File: config.mk
export PLATFORM = sky130hd
export DESIGN_NAME = x_dl_edge_stats
export DESIGN_NICKNAME = d
export VERILOG_FILES = /design/src/rtl/x_dl_edge_stats.sv
export SDC_FILE = /design/constraint.sdc
export NUM_CORES = 1
export LEC_CHECK = 0
export CAP_MARGIN = 20
export CORE_MARGIN = 2
export CORE_UTILIZATION = 60
export DETAILED_ROUTE_END_ITERATION = 10
export PLACE_DENSITY = 0.86
export SLEW_MARGIN = 20
export SYNTH_ARGS = -nofsm -noshare
export SYNTH_HDL_FRONTEND = slang
export SYNTH_SLANG_ARGS = --single-unit
File: constraint.sdc
create_clock -name i_clk -period 17.94 [get_ports i_clk]
set_clock_uncertainty 0.15 [all_clocks]
set_input_delay 1.794 -clock i_clk [delete_from_list [all_inputs] [get_ports i_clk]]
set_output_delay 1.794 -clock i_clk [all_outputs]
set_load 0.01 [all_outputs]
File: src/rtl/x_dl_edge_stats.sv
// Delay-line calibration statistics: per-run first-edge hit/miss counts, min, max and sum
// of edge positions over P_SAMPLES snapshots, returned as one valid/ready record.
`timescale 1ns/1ps
module x_dl_edge_stats #(
    parameter  int unsigned P_LENGTH  = 256,
    parameter  int unsigned P_SAMPLES = 1024,
    localparam int unsigned P_IDX_W   = $clog2(P_LENGTH),
    localparam int unsigned P_CNT_W   = $clog2(P_SAMPLES + 1),
    localparam int unsigned P_SUM_W   = P_IDX_W + P_CNT_W
) (
    input  logic                i_clk,
    input  logic                i_rst,
    input  logic [P_LENGTH-1:0] i_data,
    input  logic                i_start,
    input  logic [1:0]          i_mode,
    input  logic                i_abort,
    input  logic                i_ready,
    output logic                o_busy,
    output logic                o_valid,
    output logic [P_CNT_W-1:0]  o_hits,
    output logic [P_CNT_W-1:0]  o_miss,
    output logic [P_IDX_W-1:0]  o_min,
    output logic [P_IDX_W-1:0]  o_max,
    output logic [P_SUM_W-1:0]  o_sum
);

    localparam logic [P_CNT_W-1:0] RUN_LAST = P_CNT_W'(P_SAMPLES - 1);

    typedef enum logic [1:0] {
        S_IDLE,
        S_RUN,
        S_DRAIN,
        S_DONE
    } state_t;

    state_t               state;
    logic [1:0]           mode_q;
    logic [P_CNT_W-1:0]   run_cnt;
    logic                 drain_cnt;

    logic                 s1_vld;
    logic [P_LENGTH-1:0]  s1_data;
    logic                 s2_vld;
    logic                 s2_hit;
    logic [P_IDX_W-1:0]   s2_idx;

    logic [P_LENGTH-2:0]  edge_vec;
    logic                 want_rise;
    logic                 want_fall;
    logic                 enc_hit;
    logic [P_IDX_W-1:0]   enc_idx;
    logic                 start_run;

    assign start_run = (state == S_IDLE) && i_start;
    assign want_rise = (mode_q == 2'd1);
    assign want_fall = (mode_q == 2'd2);

    // Candidate edge at k: neighbours differ and the upper tap matches the requested polarity.
    for (genvar k = 0; k < P_LENGTH - 1; k++) begin : g_edge
        assign edge_vec[k] = (s1_data[k] ^ s1_data[k+1])
                           & ~(want_rise & ~s1_data[k+1])
                           & ~(want_fall &  s1_data[k+1]);
    end

    // Lowest-index priority encoder.
    always_comb begin
        enc_hit = 1'b0;
        enc_idx = '0;
        for (int unsigned k = 0; k < P_LENGTH - 1; k++) begin
            if (!enc_hit && edge_vec[k]) begin
                enc_hit = 1'b1;
                enc_idx = P_IDX_W'(k);
            end
        end
    end

    // Run control: RUN for P_SAMPLES cycles, two drain cycles, then hold the record.
    always_ff @(posedge i_clk or posedge i_rst) begin
        if (i_rst) begin
            state     <= S_IDLE;
            mode_q    <= 2'd0;
            run_cnt   <= '0;
            drain_cnt <= 1'b0;
            o_busy    <= 1'b0;
            o_valid   <= 1'b0;
        end else if (i_abort) begin
            state     <= S_IDLE;
            mode_q    <= 2'd0;
            run_cnt   <= '0;
            drain_cnt <= 1'b0;
            o_busy    <= 1'b0;
            o_valid   <= 1'b0;
        end else begin
            case (state)
                S_IDLE: begin
                    if (i_start) begin
                        state   <= S_RUN;
                        mode_q  <= i_mode;
                        run_cnt <= '0;
                        o_busy  <= 1'b1;
                    end
                end
                S_RUN: begin
                    if (run_cnt == RUN_LAST) begin
                        state     <= S_DRAIN;
                        drain_cnt <= 1'b0;
                    end else begin
                        run_cnt <= run_cnt + P_CNT_W'(1);
                    end
                end
                S_DRAIN: begin
                    if (drain_cnt) begin
                        state   <= S_DONE;
                        o_busy  <= 1'b0;
                        o_valid <= 1'b1;
                    end else begin
                        drain_cnt <= 1'b1;
                    end
                end
                S_DONE: begin
                    if (i_ready) begin
                        state   <= S_IDLE;
                        o_valid <= 1'b0;
                    end
                end
                default: state <= S_IDLE;
            endcase
        end
    end

    // Capture and encode stages; the valid token marks snapshots belonging to the run.
    always_ff @(posedge i_clk or posedge i_rst) begin
        if (i_rst) begin
            s1_vld  <= 1'b0;
            s1_data <= '0;
            s2_vld  <= 1'b0;
            s2_hit  <= 1'b0;
            s2_idx  <= '0;
        end else begin
            s1_vld  <= (state == S_RUN) && !i_abort;
            s1_data <= i_data;
            s2_vld  <= s1_vld && !i_abort;
            s2_hit  <= enc_hit;
            s2_idx  <= enc_idx;
        end
    end

    // Accumulators double as the output record and hold it after the handshake.
    always_ff @(posedge i_clk or posedge i_rst) begin
        if (i_rst) begin
            o_hits <= '0;
            o_miss <= '0;
            o_min  <= '1;
            o_max  <= '0;
            o_sum  <= '0;
        end else if (i_abort || start_run) begin
            o_hits <= '0;
            o_miss <= '0;
            o_min  <= '1;
            o_max  <= '0;
            o_sum  <= '0;
        end else if (s2_vld) begin
            if (s2_hit) begin
                o_hits <= o_hits + P_CNT_W'(1);
                o_sum  <= o_sum + P_SUM_W'(s2_idx);
                if (s2_idx < o_min) o_min <= s2_idx;
                if (s2_idx > o_max) o_max <= s2_idx;
            end else begin
                o_miss <= o_miss + P_CNT_W'(1);
            end
        end
    end

endmodule

==> run metrics <==
status=finished clean; reg2reg end=s2_idx[5]$_DFF_PP0_; initial cell density of the core=about three fifths; Syn Nets=3,173; Final Max Slew Viols=0; Clock Sinks=342; synthesis warning total=0; Bufs and invs on worst path=3; dpl hpwl=approximately 54,000 um; critical path fanouts, max=between 90 and 100; worst hold path class=reg2reg; CTS tree=built; GRT overflow=0; RD Place Congestion=0.9750; die height=approximately 200 um; count of distinct cell types in the synthesized netlist=110; critical path capture point type=flip-flop; HP Start=s1_vld$_DFF_PP0_; initial antenna violation count=0; Clock Latency Late Sink=about 0.57 ns; first-pass GRT wire length=between 100,000 and 150,000 um; R2R depth=13; worst reg2reg startpoint=mode_q[1]$_DFFE_PP0P_; slew margin rel.=26.49%; total core area=39,730 um2; vias in the first global route=between 20k and 25k; WP data arrival=5.90 ns; Nets=3,331; DR WL/cell=just over 20 um; minimum clock period=5.619 ns; DR DRC count=0; Max-Cap Viols=0; static leakage=between 10 and 15 nW; Fmax=0.1780 GHz; Syn Std Cell Area=24,200 um2; drt total wl=74,160 um; Crit Path Category=reg2reg; synthesis-stage register bit count=between 300 and 400; most common cell in the netlist=dfrtp_1; crit share post-route=a little under a third; Main synth FF type=dfrtp_1; largest net degree at the start of global routing=132; final core occ=between 70% and 80%; Post-synth top cells=dfrtp_1 (334), nand2_1 (291), nor2_1 (261), o21ai_0 (169), a21oi_1 (168); die area=41,950 um2; Crit path top cell by count=buf_4; htree depth=2; asr flop ratio synth=100.0%; via count=23.86k; die width=204.8 um; CP startpoint kind=flip-flop; Worst path max stage delay=0.79 ns; I/O pins=322; GRT Total Usage=34.98%; Final setup viols=0; hold path endpoint=s2_vld$_DFF_PP0_; Slew @ Worst Pin=1.075 ns; Hold Path Depth=1; setup bufs post-CTS=0; number of iterations in the first detailed-routing pass=8; Num CTS Buffers=35; P&R area growth vs syn=17.00%; Setup TNS Final=0 ns; Longest Clk Path Bufs=3; Avg Cell Area, Syn=8.405 um2; Synth top area share=34.54%; final hold vios=0; largest delay contributor family on the critical path=simple AND/OR/NAND/NOR gates; critical-path cell list=buf_4, buf_4, nor2b_4, buf_4, a2bb2oi_1, mux2i_1, nand4bb_1, or4_1, or2_2, a211oi_1, or3_1, or3_1, or4_1; Port Buffers=~320; mean number of vias per cell=approximately 6.7; Worst-path clk slew=0.06 ns; Post-Syn Instances=approximately 2.9k; Post-Layout Cell Count=3,582; pre-CTS WS=12.40 ns; ranking of synthesized cells by area=dfrtp_1 (35%), nand2_1 (4.5%), nor2_1 (4.0%), o21ai_0 (3.5%), a21oi_1 (3.5%); post-cts resize count=0; Final WS setup=~12 ns; CP required=18.22 ns; Antenna Cells=0; 1st-iter DRT viols=2,912; register area share after synthesis=a little over a third; area leader, netlist=dfrtp_1; Final ANT Viol Nets=0; number of enable flip-flop cells after synthesis=0; VDD IR-drop max=0.07015 mV; Rows=73; share of layout cells above drive strength 1=approximately 7%; RSZ-0062 raised after global routing=false; CP max-delay cell=buf_4; Root Buffer=clkbuf_16; worst reg2reg setup slack=roughly 12 ns; CTS Hold Bufs=0; placed cell count=approximately 3.5k; Cell Pwr Density=78.07 nW/um2
where the power goes:
group	switching (mW)	internal, mW	total, mW
clock network	0.308	0.387	0.695
logic	0.359	0.259	0.618
registers	0.0859	0.811	0.897
total	0.753	1.46	2.21
worst register-to-register path, stage by stage, from the launching register on:
cell       delay [ns]
dfrtp_4          0.77
buf_4            0.58
buf_4            0.80
nor2b_4          0.12
buf_4            0.31
a2bb2oi_1        0.19
mux2i_1          0.26
nand4bb_1        0.26
or4_1            0.47
or2_2            0.26
a211oi_1         0.09
or3_1            0.45
or3_1            0.38
or4_1            0.41
worst max-delay path by stage:
| stage | startpoint | end | slack, ns | depth (start not counted) |
|---|---|---|---|---|
| after CTS | mode_q[1]$_DFFE_PP0P_ | s2_idx[6]$_DFF_PP0_ | 12.40 | 12 |
| after detailed placement | mode_q[1]$_DFFE_PP0P_ | s2_idx[6]$_DFF_PP0_ | 12.40 | 12 |
| after global routing | mode_q[1]$_DFFE_PP0P_ | s2_idx[7]$_DFF_PP0_ | 11.90 | 12 |
| after global placement | mode_q[1]$_DFFE_PP0P_ | s2_idx[4]$_DFF_PP0_ | 12.61 | 12 |
| final | mode_q[1]$_DFFE_PP0P_ | s2_idx[5]$_DFF_PP0_ | 12.32 | 13 |
| after floorplan | i_rst | drain_cnt$_DFFE_PP0P_ | 6.53 | 1 |
kinds of logic after synthesis:
family	share of synthesized area (%)
AND/OR/NAND/NOR	25.82
AO/OA/AOI/OAI	27.57
flip-flops	35.41
buffers and inverters	5.657
multiplexers	1.882
adder cells (fa/ha/maj)	2.177
XOR/XNOR	1.484
stage by stage:
stage / area [um2] / hold WS [ns] / power, mW
after floorplan: 24200 / 0.2885 / 1.320
after global placement: 27220 / 0.3346 / 1.481
after detailed placement: 27220 / 0.3543 / 1.505
after CTS: 28300 / 0.3739 / 2.206
after global routing: 28310 / 0.3950 / 2.315
final: 28310 / 0.3645 / 2.210
placed cells by master (no fill, tap or decap), drive strengths merged, types with 46 or more instances in the layout:
cell / n
dfrtp: 334
clkdlybuf4s50: 321
nand2: 291
nor2: 263
o21ai: 170
a21oi: 168
nor2b: 117
inv: 90
nand2b: 81
o211ai: 70
nand3: 60
a211oi: 56
nor3: 48
nand3b: 47
clkbuf: 46
routing by layer:
layer	track usage [%]	vias to the layer above	share of wire, %
li1	-	10910	-
met1	45.92	11410	40
met2	56.90	1310	47
met3	5.345	228	8.8
met4	16.38	0	4.4
met5	0	-	0
flip-flops by register name, indices dropped and copies added, names as in the netlist:
signal and flops:
o_miss 11, o_busy 1, state 2, s2_vld 1
o_sum 19, s1_vld 1, o_hits 11, o_max 8
o_valid 1, mode_q 2, s2_idx 8, o_min 8
s1_data 256, run_cnt 11, drain_cnt 1, s2_hit 1
cell type report:
type	count	area, um2
clock buffers	46	977.2
clock inverters	11	102.6
fillers	2933	11420
inverters	90	345.3
multi-input cells	2228	14300
flip-flops and latches	342	8576
well taps	525	656.9
repair buffers	340	3356
No activity file was read; power rests on OpenSTA's default activity.
